**src/rtl/mldsa_run_ctrl.sv**
```systemverilog
// mldsa_run_ctrl: ML-DSA run sequencer (launch, sign retry, timeout, status).
// Optional macro MLDSA_IRQ_EN adds a sticky completion interrupt on irq.
module mldsa_run_ctrl #(
    parameter logic [23:0] TIMEOUT_CYCLES = 24'd16777215,
    parameter logic [7:0]  MAX_REJECT     = 8'd64,
    parameter int          CNT_W          = 32
) (
    input  logic             clk,
    input  logic             resetn,
    input  logic             start_pulse,
    input  logic [1:0]       main_mode,
    input  logic             clr_status,
    input  logic             core_done,
    input  logic             core_reject,
    output logic             core_start,
    output logic             core_abort,
    output logic [1:0]       core_mode,
    output logic             busy,
    output logic             done,
    output logic             err,
    output logic [1:0]       err_code,
    output logic [7:0]       rej_count,
    output logic [CNT_W-1:0] cycle_count,
    output logic             irq
);

    typedef enum logic [2:0] {
        IDLE,
        LAUNCH,
        RUN,
        FINISH,
        FAIL
    } state_t;

    state_t             state, state_n;
    logic [23:0]        tmr, tmr_n;
    logic [1:0]         mode_n;
    logic               done_n, err_n;
    logic [1:0]         code_n;
    logic [7:0]         rej_n;
    logic [CNT_W-1:0]   cyc_n;
    logic               start_n, abort_n, busy_n;
    logic               clr_req;

    // Next-state and next-value logic for every registered output
    always_comb begin
        state_n = state;
        tmr_n   = tmr;
        mode_n  = core_mode;
        done_n  = done;
        err_n   = err;
        code_n  = err_code;
        rej_n   = rej_count;
        cyc_n   = cycle_count;
        abort_n = 1'b0;
        clr_req = 1'b0;
        case (state)
            IDLE: begin
                if (start_pulse) begin
                    mode_n  = main_mode;
                    done_n  = 1'b0;
                    err_n   = 1'b0;
                    code_n  = 2'd0;
                    rej_n   = 8'd0;
                    cyc_n   = '0;
                    clr_req = 1'b1;
                    if (main_mode == 2'd3) begin
                        state_n = FAIL;
                        code_n  = 2'd1;
                    end else begin
                        state_n = LAUNCH;
                    end
                end else if (clr_status) begin
                    done_n  = 1'b0;
                    err_n   = 1'b0;
                    code_n  = 2'd0;
                    clr_req = 1'b1;
                end
            end
            LAUNCH: begin
                tmr_n   = 24'd0;
                state_n = RUN;
            end
            RUN: begin
                tmr_n = tmr + 24'd1;
                if (cycle_count != '1) begin
                    cyc_n = cycle_count + 1'b1;
                end
                if (core_done) begin
                    if (core_reject && core_mode == 2'd1) begin
                        rej_n = rej_count + 8'd1;
                        if (rej_n == MAX_REJECT) begin
                            state_n = FAIL;
                            code_n  = 2'd2;
                        end else begin
                            state_n = LAUNCH;
                        end
                    end else begin
                        state_n = FINISH;
                    end
                end else if (tmr == TIMEOUT_CYCLES - 24'd1) begin
                    abort_n = 1'b1;
                    state_n = FAIL;
                    code_n  = 2'd3;
                end
            end
            FINISH: begin
                done_n  = 1'b1;
                state_n = IDLE;
            end
            FAIL: begin
                err_n   = 1'b1;
                state_n = IDLE;
            end
            default: state_n = IDLE;
        endcase
        start_n = (state == LAUNCH);
        busy_n  = (state_n == LAUNCH) || (state_n == RUN);
    end

    // State and output registers
    always_ff @(posedge clk or negedge resetn) begin
        if (!resetn) begin
            state       <= IDLE;
            tmr         <= 24'd0;
            core_mode   <= 2'd0;
            done        <= 1'b0;
            err         <= 1'b0;
            err_code    <= 2'd0;
            rej_count   <= 8'd0;
            cycle_count <= '0;
            core_start  <= 1'b0;
            core_abort  <= 1'b0;
            busy        <= 1'b0;
        end else begin
            state       <= state_n;
            tmr         <= tmr_n;
            core_mode   <= mode_n;
            done        <= done_n;
            err         <= err_n;
            err_code    <= code_n;
            rej_count   <= rej_n;
            cycle_count <= cyc_n;
            core_start  <= start_n;
            core_abort  <= abort_n;
            busy        <= busy_n;
        end
    end

`ifdef MLDSA_IRQ_EN
    logic irq_q;

    // Interrupt level: set entering FINISH/FAIL, cleared by clear or new start
    always_ff @(posedge clk or negedge resetn) begin
        if (!resetn) begin
            irq_q <= 1'b0;
        end else if (state != state_n &&
                     (state_n == FINISH || state_n == FAIL)) begin
            irq_q <= 1'b1;
        end else if (clr_req) begin
            irq_q <= 1'b0;
        end
    end

    assign irq = irq_q;
`else
    assign irq = 1'b0;
`endif

endmodule

```
**config.mk**
```make
export PLATFORM = sky130hd
export DESIGN_NAME = mldsa_run_ctrl
export DESIGN_NICKNAME = d
export VERILOG_FILES = /design/src/rtl/mldsa_run_ctrl.sv
export SDC_FILE = /design/constraint.sdc
export NUM_CORES = 1
export LEC_CHECK = 0
export BUFFER_PORTS_ARGS = -buffer_cell sky130_fd_sc_hd__buf_2
export CAP_MARGIN = 20
export CORE_UTILIZATION = 40
export DETAILED_ROUTE_END_ITERATION = 7
export PLACE_DENSITY_LB_ADDON = 0.2
export SYNTH_ARGS = -nofsm -noshare
export SYNTH_HDL_FRONTEND = slang
export SYNTH_SLANG_ARGS = --single-unit
export TNS_END_PERCENT = 50
```
**constraint.sdc**
```tcl
create_clock -name clk -period 2.92 [get_ports clk]
set_clock_uncertainty 0.05 [all_clocks]
set_input_delay 0.292 -clock clk [delete_from_list [all_inputs] [get_ports clk]]
set_output_delay 0.292 -clock clk [all_outputs]
set_load 0.01 [all_outputs]
```
; ---- After elaboration in Yosys (flattened, before gate mapping)
; Index checks and enable logic that the tools add are counted.
[op_classes]
n_addsub = 3
reduce_logical = 13
mux = 30
eq_ne = 19
[op_table]
columns = op, count
row1 = two-way mux 32 bit, 2
row2 = one-hot mux 32 bit (2 select lines), 1
row3 = one-hot mux 24 bit (2 select lines), 1
row4 = "adder 32 x 1 -> 32 bit, second input constant", 1
row5 = "inequality test 32 bit, second input constant", 1
row6 = "adder 24 x 1 -> 24 bit, second input constant", 1
row7 = "equality test 24 bit, second input constant", 1
row8 = two-way mux 8 bit, 3
row9 = two-way mux 3 bit, 6
row10 = one-hot mux 8 bit (2 select lines), 1
row11 = two-way mux 2 bit, 6
row12 = "inequality test 3 bit, second input constant", 4
row13 = "equality test 3 x 2 -> 1 bit, second input constant", 3
row14 = one-hot mux 3 bit (3 select lines), 1
row15 = "adder 8 x 1 -> 8 bit, second input constant", 1
row16 = "equality test 8 x 7 -> 1 bit, second input constant", 1
row17 = "inequality test 2 bit, second input constant", 4
row18 = nonzero test 2 bit, 4
row19 = "equality test 3 x 1 -> 1 bit, second input constant", 2
row20 = two-way mux 1 bit, 6
row21 = AND reduction 2 bit, 3
row22 = AND reduction 5 bit, 1
row23 = one-hot mux 1 bit (2 select lines), 2
row24 = one-hot mux 2 bit (2 select lines), 1
row25 = other kinds (8), 8
[totals]
input_bits = 8
elab_cells = 76
output_inout_bits = 50
register_bits = 76

; ---- Longest topological paths before layout
[depth]
word_depth = 8
ltp_mapped = 10
ltp_nobuf = 6

; ---- Worst setup path before layout
; OpenSTA, ideal clock, no wires.
[synth_timing]
path_type = flip-flop to flip-flop
start = register state[2]
end = register cycle_count[0]
setup_time_ns = 0.118
setup_slack_ns = 0.758
period_less_slack_ns = 2.162
required_ns = 2.752
path_stages_with_launch = 11
t_arrival_ns = 1.994
path_cell_list = dfrtp_1 > buf_6 > or3b_1 > buf_6 > nor4_4 > and4_1 > buf_6 > buf_12 > buf_12 > nor3_1 > a21o_1
[synth_via]
elab_chain_cells = 3
[synth_lines]
columns = item, line_no
row1 = start: declaration, 35  ; state_t state, state_n;
row2 = start signal: assignment, 136  ; state <= state_n;
row3 = equality test 3 x 2 -> 1 bit / zero test 3 bit (equally long branches), 57  ; case (state)
row4 = inequality test 2 bit (no source line) / nonzero test 2 bit (equally long branches), --
row5 = AND reduction 3 bit (no source line), --
row6 = end signal: assignment, 143  ; cycle_count <= cyc_n;
row7 = end: declaration, 23  ; output logic [CNT_W-1:0] cycle_count,
; Parallel ways exist; a longest one is shown, timed or not.
; A chain may end at the register's enable or synchronous reset.

; ---- Worst setup path in the final report
[layout_timing]
start = register state[2]
end = register tmr[21]
[layout_via]
elab_chain_cells = 2
[layout_lines]
columns = item, line_no
row1 = equality test 3 x 2 -> 1 bit / equality test 3 x 1 -> 1 bit (equally long branches), 57
row2 = one-hot mux 24 bit (2 select lines) / nonzero test 2 bit (equally long branches), --
row3 = end signal: assignment, 137  ; tmr <= tmr_n;
row4 = end: declaration, 36  ; logic [23:0] tmr, tmr_n;
; Parallel ways exist; a longest one is shown, timed or not.

==> key figures <==
Flow run
  • Max-cap viol count: 0

STA
  • Setup_tns: 0 ns
  • Hold_ws: 0.03808 ns
  • Period utilisation layout: 82.12%
  • Slew headroom: 34.87%
  • Worst-Margin Slew: a little under 1 ns
  • Final WS setup: between 0.5 and 0.6 ns
  • Final hold violation count: 0
  • RSZ-0062 raised after global routing: false
  • Max Freq: ~420 MHz
  • Setup violators final: 0
  • Post-layout minimum cycle time: between 2 and 2.5 ns
  • Final max-slew violation count: 0

Placed design
  • IO buf count: 56
  • Worst slack at placement: approximately 0.55 ns
  • Hpwl dp: about 7000 µm
  • Placed inst area: about 4600 µm²
  • Gpl congestion: roughly 0.76

CTS
  • Post_cts resized: 0
  • Post-CTS setup repair buffer count: 0
  • TritonCTS Buffers: 9
  • Worst-path clk slew: roughly 0.09 ns
  • Clock buffer depth: 2
  • Clock latency at the later pin of the worst-skew pair: 0.35 ns
  • TritonCTS clock tree: done
  • Root buffer cell: clkbuf_8
  • Clock sink count: 76
  • Cts hold-fix bufs: 0
  • H-tree Lvls: 3

Yosys
  • Synth Instances: roughly 460
  • Synth top area share: a little under half
  • Netlist Area Pre-Place: 4222 µm²
  • Post-synth EDFFs: 0
  • Sequential-to-total area share from yosys stat: a little under half
  • Yosys reg bits: between 70 and 80
  • Syn nets: around 470
  • Mapped Avg Cell Area: 9.197 µm²
  • Netlist cell types: between 50 and 60
  • Synth Flop Type: dfrtp_1
  • Synth area leader: dfrtp_1
  • Async SR Flop Fraction: 100.0%
  • YS warnings: 0
  • Largest cells by area after synthesis: dfrtp_1, nand2_1, o21ai_0

Global route
  • First-pass GRT wire length: around 18000 µm
  • Global-route usage over all layers: 19.67%
  • Antenna violations before repair: 0
  • Vias in the first global route: between 3000 and 4000
  • Total global routing overflow: 0
  • Largest net degree at the start of global routing: between 70 and 80

Drt
  • DR WL/cell: ~16 µm
  • Routed Antenna Nets: 0
  • Routed vias/inst: about 5.8
  • Vias: 3731
  • DRT Pass-1 Iters: 4
  • DR iter-0 viols: around 210
  • Routed wire length: just over 10000 µm
  • Remaining DRCs: 0

Power and ir drop
  • Max rail drop VDD: 0.3355 mV
  • P_leak: ~2.1 nW
  • Pwr/cell area: approximately 620 nW/µm²

Cells and area
  • Filler Cell Count: 1033
  • Reg area: ~1900 µm²
  • # diodes: 0
  • Area of the multi-input gates: 2137 µm²
  • NumNets Final: a little over 500
  • Synthesis-to-finish area growth: 13.40%
  • Final instance area: around 4800 µm²
  • Final core occ: 46.58%
  • Fraction of layout cells with a size suffix above 1: 18.00%

Worst setup path
  • Endpoint type of the worst setup path: register
  • Crit path kind: reg2reg
  • Critical path's slowest cell: or3b_1
  • Cells along the critical path: or3b_1 > nor3_1 > nand4_1 > o211ai_1 > o31ai_1
  • CP required: a little over 3 ns
  • Slowest stage delay, CP: just over 0.6 ns
  • Setup crit start kind: register
  • Critical Path AT: 2.58 ns
  • Critical path peak fanout: 10

Die
  • Die area: ~11000 µm²
  • Initial Util: roughly two fifths
  • Chip height: approximately 100 µm
  • CORE AREA: between 10000 and 15000 µm²
  • # IOs: a little under 60
  • Row count: 37
  • Die Wd: around 100 µm

Status
  • Status: completed

Min path
  • Hold Path Class: in2async
==> worst max-delay path, delay by kind of cell, from the launching register on <==
kind	cells	cell delay (ns)
and+or+nand+nor	3	1.36
DFF	1	0.50
AOI/OAI and AO/OA	2	0.37
==> per-layer routing <==
metal  track usage, %  wire (µm)
met4            4.829         74
met2            31.50       4722
met1            27.31       4993
met5                0          0
met3            3.868        414
==> logic make-up after synthesis <==
kind of cell,count (synthesis),synth area share (%)
simple gates,207,26.88
compound gates,124,18.94
flops,76,45.05
buf+inv,32,4.475
xor+xnor,8,1.660
mux,6,1.423
fa+ha+maj,5,1.482
other cells,1,0.08883
==> cells in the mapped netlist (all sizes together), types with 4 or more instances <==
library cell and n:
a31oi 4, nand3 34, ha 5, clkbuf 15, or2 4, nor2 17, inv 5, o21a 7
and3 8, o31ai 23, nand2 60, xnor2 6, nor3 12, a21oi 21, and2 5, and4 8
nand4 16, o211ai 10, o21ai 44, mux2i 6, buf 12, or3 10, or4 14, dfrtp 76
nor4 7
==> cells in the final DEF, fill, tap and decap left out, types with 3 or more instances in the layout <==
cell      instances
a31oi_1           4
buf_2            55
o21a_1            7
o21ai_2           3
nand3_1          34
nor2_1           17
or3_1            10
nor4_1            6
inv_1             5
nor3_1           12
and2_1            5
o31ai_1          22
and4_1            8
o21ai_0          39
nand4b_1          3
ha_1              5
nand4_1          16
clkinv_4          3
clkbuf_8          9
a21oi_1          21
buf_4             8
xnor2_1           6
dfrtp_1          76
nand2_1          60
o211ai_1         10
mux2i_1           6
or4_1            14
and3_1            8
or2_2             4
==> final timing paths <==
kind	from	end	slack, ns	cells after the start
hold / removal	resetn	tmr[18]	0.04	1
min in group clk	main_mode[1]	core_mode[1]	0.13	3
max in group asynchronous	resetn	rej_count[2]	2.14	1
setup / recovery	state[2]	tmr[21]	0.52	5
setup reg to reg	state[2]	tmr[21]	0.52	5
hold reg to reg	tmr[16]	tmr[16]	0.44	1
==> through the flow <==
step                std cells  power [W]
floorplan                 459   0.001821
global placement          631   0.002090
detailed placement        631   0.002105
CTS                       647   0.003023
global route              647   0.003182
finish                    647   0.002989
==> area by class of cell <==
| class | instances | share of cell area [%] |
|---|---|---|
| multi-input combinational | 351 | 44.64 |
| sequential | 76 | 39.73 |
| timing repair buffer | 63 | 7.005 |
| tap | 136 | 3.555 |
| clock buffer | 9 | 2.588 |
| clock inverter | 7 | 2.091 |
| inverter | 5 | 0.3921 |
==> power by group <==
part           internal (W)  switching (W)
logic              0.000267       0.000538
registers           0.00115       0.000128
clock network      0.000487       0.000419
==> sequential cells by signal, summed over array words and instances (netlist names) <==
register     flops
rej_count        8
state            3
core_mode        2
tmr             24
core_abort       1
err_code         2
busy             1
err              1
cycle_count     32
done             1
core_start       1
(Power assumes the default switching activity.)
